$ cat src/rtl/serial_adder.sv
// serial_adder: multi-cycle WIDTH-bit adder/subtractor built around a
// BITS_PER_CYCLE-wide ripple full-adder slice and a registered carry.
// Operands are captured on an accepted start and consumed LSB-first. The
// result register fills from the MSB side. sum/carry/overflow update only
// when an operation completes and are held otherwise.
// Subtraction is A + ~B + ~cin, so carry reads as NOT borrow.
// BITS_PER_CYCLE must divide WIDTH exactly.
module serial_adder #(
    parameter int WIDTH          = 8,
    parameter int BITS_PER_CYCLE = 1
) (
    input  logic             clk,
    input  logic             reset,
    input  logic             start,
    input  logic [WIDTH-1:0] a,
    input  logic [WIDTH-1:0] b,
    input  logic             sub,
    input  logic             cin,
    output logic             busy,
    output logic             done,
    output logic [WIDTH-1:0] sum,
    output logic             carry,
    output logic             overflow
);

    localparam int BPC   = BITS_PER_CYCLE;
    localparam int STEPS = WIDTH / BITS_PER_CYCLE;
    localparam int CW    = (STEPS > 1) ? $clog2(STEPS) : 1;

    typedef enum logic [1:0] {
        S_IDLE = 2'd0,
        S_RUN  = 2'd1,
        S_DONE = 2'd2
    } state_t;

    state_t               state_r;
    logic [WIDTH-1:0]     opa_r;
    logic [WIDTH-1:0]     opb_r;
    logic [WIDTH-1:0]     res_r;
    logic                 carry_r;
    logic [CW-1:0]        cnt_r;

    logic [BPC-1:0]       psum_s;
    logic                 cout_s;
    logic                 cmsb_s;
    logic [WIDTH+BPC-1:0] cat_s;
    logic [WIDTH-1:0]     res_next_s;
    logic                 last_s;

    // Ripple full-adder slice over the low BPC operand bits; also records the
    // carry entering the slice's top bit, which is bit WIDTH-1 on the last step.
    always_comb begin
        logic c;
        c      = carry_r;
        cmsb_s = 1'b0;
        psum_s = '0;
        for (int i = 0; i < BPC; i++) begin
            cmsb_s    = (i == BPC - 1) ? c : cmsb_s;
            psum_s[i] = opa_r[i] ^ opb_r[i] ^ c;
            c         = (opa_r[i] & opb_r[i]) | (c & (opa_r[i] ^ opb_r[i]));
        end
        cout_s = c;
    end

    // Shift the partial sum into the result from the MSB side.
    always_comb begin
        cat_s      = {psum_s, res_r};
        res_next_s = WIDTH'(cat_s >> BPC);
        last_s     = (cnt_r == CW'(STEPS - 1));
    end

    // Control FSM plus datapath registers; all outputs are registered here.
    always_ff @(posedge clk or posedge reset) begin
        if (reset) begin
            state_r  <= S_IDLE;
            opa_r    <= '0;
            opb_r    <= '0;
            res_r    <= '0;
            carry_r  <= 1'b0;
            cnt_r    <= '0;
            busy     <= 1'b0;
            done     <= 1'b0;
            sum      <= '0;
            carry    <= 1'b0;
            overflow <= 1'b0;
        end else begin
            case (state_r)
                S_IDLE, S_DONE: begin
                    done <= 1'b0;
                    if (start) begin
                        opa_r   <= a;
                        opb_r   <= b ^ {WIDTH{sub}};
                        carry_r <= cin ^ sub;
                        res_r   <= '0;
                        cnt_r   <= '0;
                        busy    <= 1'b1;
                        state_r <= S_RUN;
                    end else begin
                        busy    <= 1'b0;
                        state_r <= S_IDLE;
                    end
                end
                S_RUN: begin
                    opa_r   <= opa_r >> BPC;
                    opb_r   <= opb_r >> BPC;
                    res_r   <= res_next_s;
                    carry_r <= cout_s;
                    cnt_r   <= cnt_r + CW'(1);
                    if (last_s) begin
                        sum      <= res_next_s;
                        carry    <= cout_s;
                        overflow <= cmsb_s ^ cout_s;
                        busy     <= 1'b0;
                        done     <= 1'b1;
                        state_r  <= S_DONE;
                    end else begin
                        busy     <= 1'b1;
                        done     <= 1'b0;
                        state_r  <= S_RUN;
                    end
                end
                default: begin
                    busy    <= 1'b0;
                    done    <= 1'b0;
                    state_r <= S_IDLE;
                end
            endcase
        end
    end

endmodule

$ cat config.mk
export PLATFORM = sky130hd
export DESIGN_NAME = serial_adder
export DESIGN_NICKNAME = d
export VERILOG_FILES = /design/src/rtl/serial_adder.sv
export SDC_FILE = /design/constraint.sdc
export NUM_CORES = 1
export LEC_CHECK = 0
export CAP_MARGIN = 25
export CORE_MARGIN = 4
export CORE_UTILIZATION = 50
export CTS_CLUSTER_SIZE = 40
export DETAILED_ROUTE_END_ITERATION = 12
export PLACE_DENSITY = 0.75
export SYNTH_ARGS = -nofsm -noshare
export SYNTH_HDL_FRONTEND = slang
export SYNTH_SLANG_ARGS = --single-unit
$ cat constraint.sdc
create_clock -name clk -period 1.75 [get_ports clk]
set_input_delay 0.2625 -clock clk [delete_from_list [all_inputs] [get_ports clk]]
set_output_delay 0.2625 -clock clk [all_outputs]
set_load 0.005 [all_outputs]
==> impl_results.md, run 1 <==
* Clk_lat worst skew at 0.33 ns
* WL/cell at 14.88 um
* Crit-path max FO at 5
* Lkg Pwr at 1.018 nW
* Cts repair resizes at 0
* Drt pass-1 iters at 4
* Final max-slew violation count at 0
* Register area share after synthesis at 0.5857
* Number of global-route vias before repair at 1156
* Initial DRC Count at 51
* Layout cells sized above 1 at 0.1707
* Antenna Nets Post-Route at 0
* I/O pin cnt at 33
* Synth Area in XOR/XNOR at 0.05124
* First-pass GRT wire length at 5.230 mm
* H-tree Lvls at 2
* Synthesis-stage register bit count at 40
* Worst-Margin Slew at 0.4839 ns
* Mapped Nets at 149
* CTS buffer count at 5
* DP Wirelength at 2.287 mm
* Detailed Route WL at 3.096 mm
* Slowest cell on the critical path: clkdlybuf4s50_1
* Vias per cell at 5.433
* Worst-case clock buffer depth at 2
* Min-Delay Path Class: input pin to asynchronous set/reset pin
* PortBufs at 32
* Hold buffers post-CTS at 0
* Reported max-cap violation count at 0
* Core Region at 3153 sq um
* Outcome: finished clean
* Setup TNS at 0 ns
* Worst Path Buf+Inv at 1
* Post-synthesis cell count at 125
* Unrepaired setup endpoints after global routing: no
* Number of remaining DRC errors at 0
* Largest family of logic cells by synthesized area: compound AO/OA/AOI/OAI gates
* DIE WIDTH at 66.47 um
* Clock Pin Slew Worst Setup and Hold Paths at 0.11 ns
* Synth cell types at 22
* Final Hold Vio Count at 0
* Netlist Area Pre-Place at 1709 sq um
* Yosys warns at 0
* Net total in the final layout at 187
* Peak supply drop at 0.0006471 V
* GP Congestion at 0.6938
* Pin count of the biggest net entering global routing at 41
* Setup violations, final at 0
* Simple-Gate Fraction of Synth Area at 0.04832
* Sink Count at 40
* Minimum clock period at 1.580 ns
* # diodes at 0
* GRT Util Overall at 0.1591
* CTS tree: built
* Die Height at 66.47 um
* Starting density of the core at 0.5421
* Slew headroom at 0.6774
* CP required at 1.49 ns
* Post-CTS Setup Bufs at 0
* Root buffer cell: clkbuf_4
* Worst Clk Skew at 0.007593 ns
* Kind of critical path: flip-flop to output pin
* Cell family contributing the most delay on the critical path: buffers and inverters
* Die area at 4418 sq um
* Vias post-DR at 1130
* Worst-path cell chain: clkdlybuf4s50_1
* Syn Area/Cell at 13.67 sq um
* Final Total Pwr at 0.003600 W
* Max stage delay on crit path at 0.53 ns
* Mux cell area share after synthesis at 0.06589
* Post-synthesis compound-gate area fraction at 0.1757
* Area grow syn2layout at 25.26%
* Initial antenna violation count at 0
* Cell Pwr Density at 1682 nW/um^2
* Crit path DAT at 1.32 ns
* Grt ovf at 0
* Post-Synth Adder-Cell Area at 0.02635
* Fmax at 0.6330 GHz
* Startpoint Class: flip-flop
* Nature of the critical path endpoint: output pin
* Fin crit share at 0.9028
* Rows at 20
power by group:
part	internal (W)	switching [W]
combinational	0.000900	0.000620
sequential	0.00134	0.000268
clock	0.000191	0.000285
total	0.00243	0.00117
final cells by class:
type | count | area (sq um)
Fill cell | 242 | 1012
Sequential cell | 40 | 1001
Multi-Input combinational cell | 72 | 628.1
Timing Repair Buffer | 40 | 380.4
Tap cell | 44 | 55.05
Clock buffer | 6 | 51.30
Inverter | 4 | 15.01
Clock inverter | 2 | 10.01
routing by layer:
| metal | vias to the layer above | track usage | wire, um | share of wire |
|---|---|---|---|---|
| met5 | - | 0 | 0 | 0 |
| met2 | 30 | 0.2825 | 1599 | 0.52 |
| met4 | 0 | 0.07614 | 48 | 0.016 |
| li1 | 525 | - | - | - |
| met1 | 569 | 0.1777 | 1306 | 0.42 |
| met3 | 6 | 0.03710 | 142 | 0.046 |
registers in the layout (all words and copies together), names as in the netlist:
name / count
opb_r: 8
res_r: 7
done: 1
overflow: 1
opa_r: 8
sum: 8
carry_r: 1
carry: 1
cnt_r: 3
state_r: 2
layout by cell type (no fill, tap or decap), drive strengths merged:
cell,netlist,routed
dfrtp,40,40
clkdlybuf4s50,0,32
a22o,18,18
mux2,10,10
xnor2,9,9
nor2,9,9
a221o,8,8
buf,9,8
a21o,7,7
clkbuf,0,6
inv,4,4
o21ai,2,2
ha,2,2
clkinv,0,2
nor2b,2,2
nand2b,1,1
xor2,1,1
nand3b,1,1
nand2,1,1
fa,1,1
logic make-up after synthesis:
logic type / count (synthesis)
buffers and inverters: 13
adders and majority gates: 3
DFF: 40
xor gates and xnor gates: 10
muxes: 10
AOI/OAI and AO/OA: 35
and+or+nand+nor: 14
path summary, 6_finish.rpt:
| path | from | endpoint | slack, ns | cells after the start |
|---|---|---|---|---|
| hold / removal | reset | sum[0] | 0.32 | 3 |
| hold reg to reg | opa_r[6] | opa_r[6] | 0.49 | 1 |
| setup / recovery | state_r[0] | busy | 0.17 | 1 |
| setup reg to reg | cnt_r[0] | sum[5] | 0.21 | 5 |
| min in group clk | opa_r[6] | opa_r[6] | 0.49 | 1 |
| max in group asynchronous | reset | opa_r[0] | 1.08 | 3 |
synth_stat cells (all sizes together):
master,n,area [sq um]
nor2b,2,15.02
inv,4,15.01
mux2,10,112.6
fa,1,20.02
a21o,7,52.55
nand3b,1,7.510
nand2b,1,6.260
o21ai,2,10.01
xor2,1,8.760
xnor2,9,78.83
buf,9,65.06
a22o,18,157.7
nor2,9,50.05
ha,2,25.02
a221o,8,80.08
nand2,1,3.750
dfrtp,40,1001
through the flow:
step	instance area, sq um	worst slack [ns]	utilization	instances	hold slack (ns)
after floorplan	1709	0.1994	-	125	0.4022
after global placement	2079	0.1045	0.6595	200	0.4607
after detailed placement	2079	0.09006	0.6595	200	0.4677
after CTS	2141	0.1501	0.6790	208	0.3343
after global routing	2141	0.1290	0.6790	208	0.4031
final	2141	0.1702	0.6790	208	0.3226
Power figures use the tool's default switching activity.
==> inputs of run 2 (changes only) <==
Settings changed: ABC_CLOCK_PERIOD_IN_PS from default to 1750, CAP_MARGIN 25 to default, CORE_MARGIN 4 to 1.5.
==> run 2 against run 1 <==
Against the previous run:
- critical path depth stayed put
- first-iteration DRC count is 16% higher
- register-to-register slack hardly changed
- largest power group unchanged
- via count is 2.6% lower
- combinational power hardly changed
- final cell count is 0.96% higher
- final area stayed put
==> impl_results.md, run 2 (synthesis gave the netlist of run 1 again) <==
* I/O pin cnt at 33 (unchanged)
* Final Non-Filler Cells at 210 (was 208)
* Layout cells sized above 1 at 0.1585 (was 0.1707)
* Rows at 21 (was 20)
* Crit-path max FO at 5 (unchanged)
* Crit path DAT at 1.30 ns (was 1.32 ns)
* Setup ws final at 0.1868 ns (was 0.1702 ns)
* Largest regs: opa_r: 8 flops, opb_r: 8 flops, sum: 8 flops (unchanged)
* Grt ovf at 0 (unchanged)
* Register area at 1001 sq um (unchanged)
* WL/cell at 13.92 um (was 14.88 um)
* Outcome: finished clean (unchanged)
* Worst slack, placed at -0.1024 ns (was 0.09006 ns)
* Number of global-route vias before repair at 1014 (was 1156)
* Die area at 3778 sq um (was 4418 sq um)
* NetSw at 0.001136 W (was 0.001172 W)
* Post-CTS Setup Bufs at 0 (unchanged)
* Area grow syn2layout at 25.26% (unchanged)
* H-tree Lvls at 2 (unchanged)
* Min-Delay Path Class: input pin to asynchronous set/reset pin (unchanged)
* Sink Count at 40 (unchanged)
* CTS tree: built (unchanged)
* CP required at 1.49 ns (about the same)
* Sequential share of power at 0.448 (was 0.446)
* Worst-case clock buffer depth at 2 (unchanged)
* Worst-path cell chain: clkdlybuf4s50_1 (unchanged)
* Setup violations, final at 0 (unchanged)
* Drt pass-1 iters at 4 (unchanged)
* Starting density of the core at 0.5163 (was 0.5421)
* Area occupied by multi-input gates at 628.1 sq um (unchanged)
* GRT Util Overall at 0.1714 (was 0.1591)
* PortBufs at 32 (unchanged)
* Clock power share at 0.131 (was 0.132)
* CTS buffer count at 5 (unchanged)
* Hold buffers post-CTS at 0 (unchanged)
* Core Region at 3311 sq um (was 3153 sq um)
* Final Hold Vio Count at 0 (unchanged)
* Antenna Nets Post-Route at 0 (unchanged)
* Lkg Pwr at 1.014 nW (was 1.018 nW)
* Die Height at 61.47 um (was 66.47 um)
* Crit. Startpoint: state_r[0] (unchanged)
* Vias per cell at 5.243 (was 5.433)
* DP Wirelength at 2.112 mm (was 2.287 mm)
* Root buffer cell: clkbuf_4 (unchanged)
* Slew headroom at 0.6415 (was 0.6774)
* Startpoint Class: flip-flop (unchanged)
* Most frequent cells in the layout: dfrtp_1, clkdlybuf4s50_1, a22o_1, mux2_2, xnor2_1 (unchanged)
* Comb power frac at 0.421 (was 0.422)
* Final Total Pwr at 0.003574 W (was 0.003600 W)
* Fmax at 0.6397 GHz (was 0.6330 GHz)
* # fillers at 271 (was 242)
* Minimum clock period at 1.563 ns (was 1.580 ns)
* Worst Clk Skew at 0.004898 ns (was 0.007593 ns)
* Kind of critical path: flip-flop to output pin (unchanged)
* Peak supply drop at 0.0006446 V (was 0.0006471 V)
* Slowest cell on the critical path: clkdlybuf4s50_1 (unchanged)
* Detailed Route WL at 2.923 mm (was 3.096 mm)
* Fin crit share at 0.8932 (was 0.9028)
* GP Congestion at 0.7526 (was 0.6938)
* DIE WIDTH at 61.47 um (was 66.47 um)
* Worst hold slack at 0.3275 ns (was 0.3226 ns)
* Worst Path Buf+Inv at 1 (unchanged)
* Most common cell after layout, fill and taps aside: dfrtp_1 (unchanged)
* Vias post-DR at 1101 (was 1130)
* Internal Power at 0.002439 W (was 0.002428 W)
* Cts repair resizes at 0 (unchanged)
* Net total in the final layout at 187 (unchanged)
* Placed cell count at 202 (was 200)
* Initial DRC Count at 59 (was 51)
* First-pass GRT wire length at 4.574 mm (was 5.230 mm)
* Cell family contributing the most delay on the critical path: buffers and inverters (unchanged)
* Initial antenna violation count at 0 (unchanged)
* Max stage delay on crit path at 0.55 ns (was 0.53 ns)
* Post-DP Area at 2082 sq um (was 2079 sq um)
* Worst-Margin Slew at 0.5366 ns (was 0.4839 ns)
* # diodes at 0 (unchanged)
* Cell Pwr Density at 1670 nW/um^2 (was 1682 nW/um^2)
* Switching share of power at 0.3177 (was 0.3256)
* Final max-slew violation count at 0 (unchanged)
* Finished Cell Area at 2141 sq um (unchanged)
* Nature of the critical path endpoint: output pin (unchanged)
* Pin count of the biggest net entering global routing at 41 (unchanged)
* Reg-to-reg critical path startpoint: cnt_r[0] (unchanged)
* Unrepaired setup endpoints after global routing: no (unchanged)
* Reported max-cap violation count at 0 (unchanged)
* Clock Pin Slew Worst Setup and Hold Paths at 0.11 ns (about the same)
* Number of remaining DRC errors at 0 (unchanged)
* Clk_lat worst skew at 0.33 ns (about the same)
## run 2: path summary, 6_finish.rpt
kind | to | slack (ns) | cells after the start
max in group asynchronous | sum[4] | 1.09 | 3
hold / removal | res_r[1] | 0.33 | 3
setup reg to reg | sum[4] | 0.21 | 5
min in group clk | opa_r[5] | 0.49 | 1
hold reg to reg | opa_r[5] | 0.49 | 1
setup / recovery | busy | 0.19 | 1
## run 2: power by group through the flow
| stage | logic, W | clock network (W) | registers [W] |
|---|---|---|---|
| finish | 0.00151 | 0.000469 | 0.00160 |
| global route | 0.00167 | 0.000512 | 0.00165 |
| CTS | 0.00153 | 0.000486 | 0.00160 |
| detailed placement | 0.00153 | 0 | 0.00161 |
| global placement | 0.00146 | 0 | 0.00160 |
| floorplan | 0.00107 | 0 | 0.00156 |
## run 2: routing by layer
metal,track usage,share of wire
met5,0,0
met2,0.2812,0.50
met1,0.2120,0.44
met4,0.07295,0.011
met3,0.05042,0.048
## run 2: cell type report
type,count,share of cell area
Clock buffer,8,0.02747
Inverter,4,0.007013
Multi-Input combinational cell,72,0.2934
Sequential cell,40,0.4676
Tap cell,46,0.02688
Timing Repair Buffer,40,0.1777
## run 2: per-stage QoR
stage / setup TNS (ns) / util
detailed placement: -1.186 / 0.6289
CTS: 0 / 0.6466
finish: 0 / 0.6466
floorplan: 0 / -
global placement: -0.2764 / 0.6289
global route: 0 / 0.6466
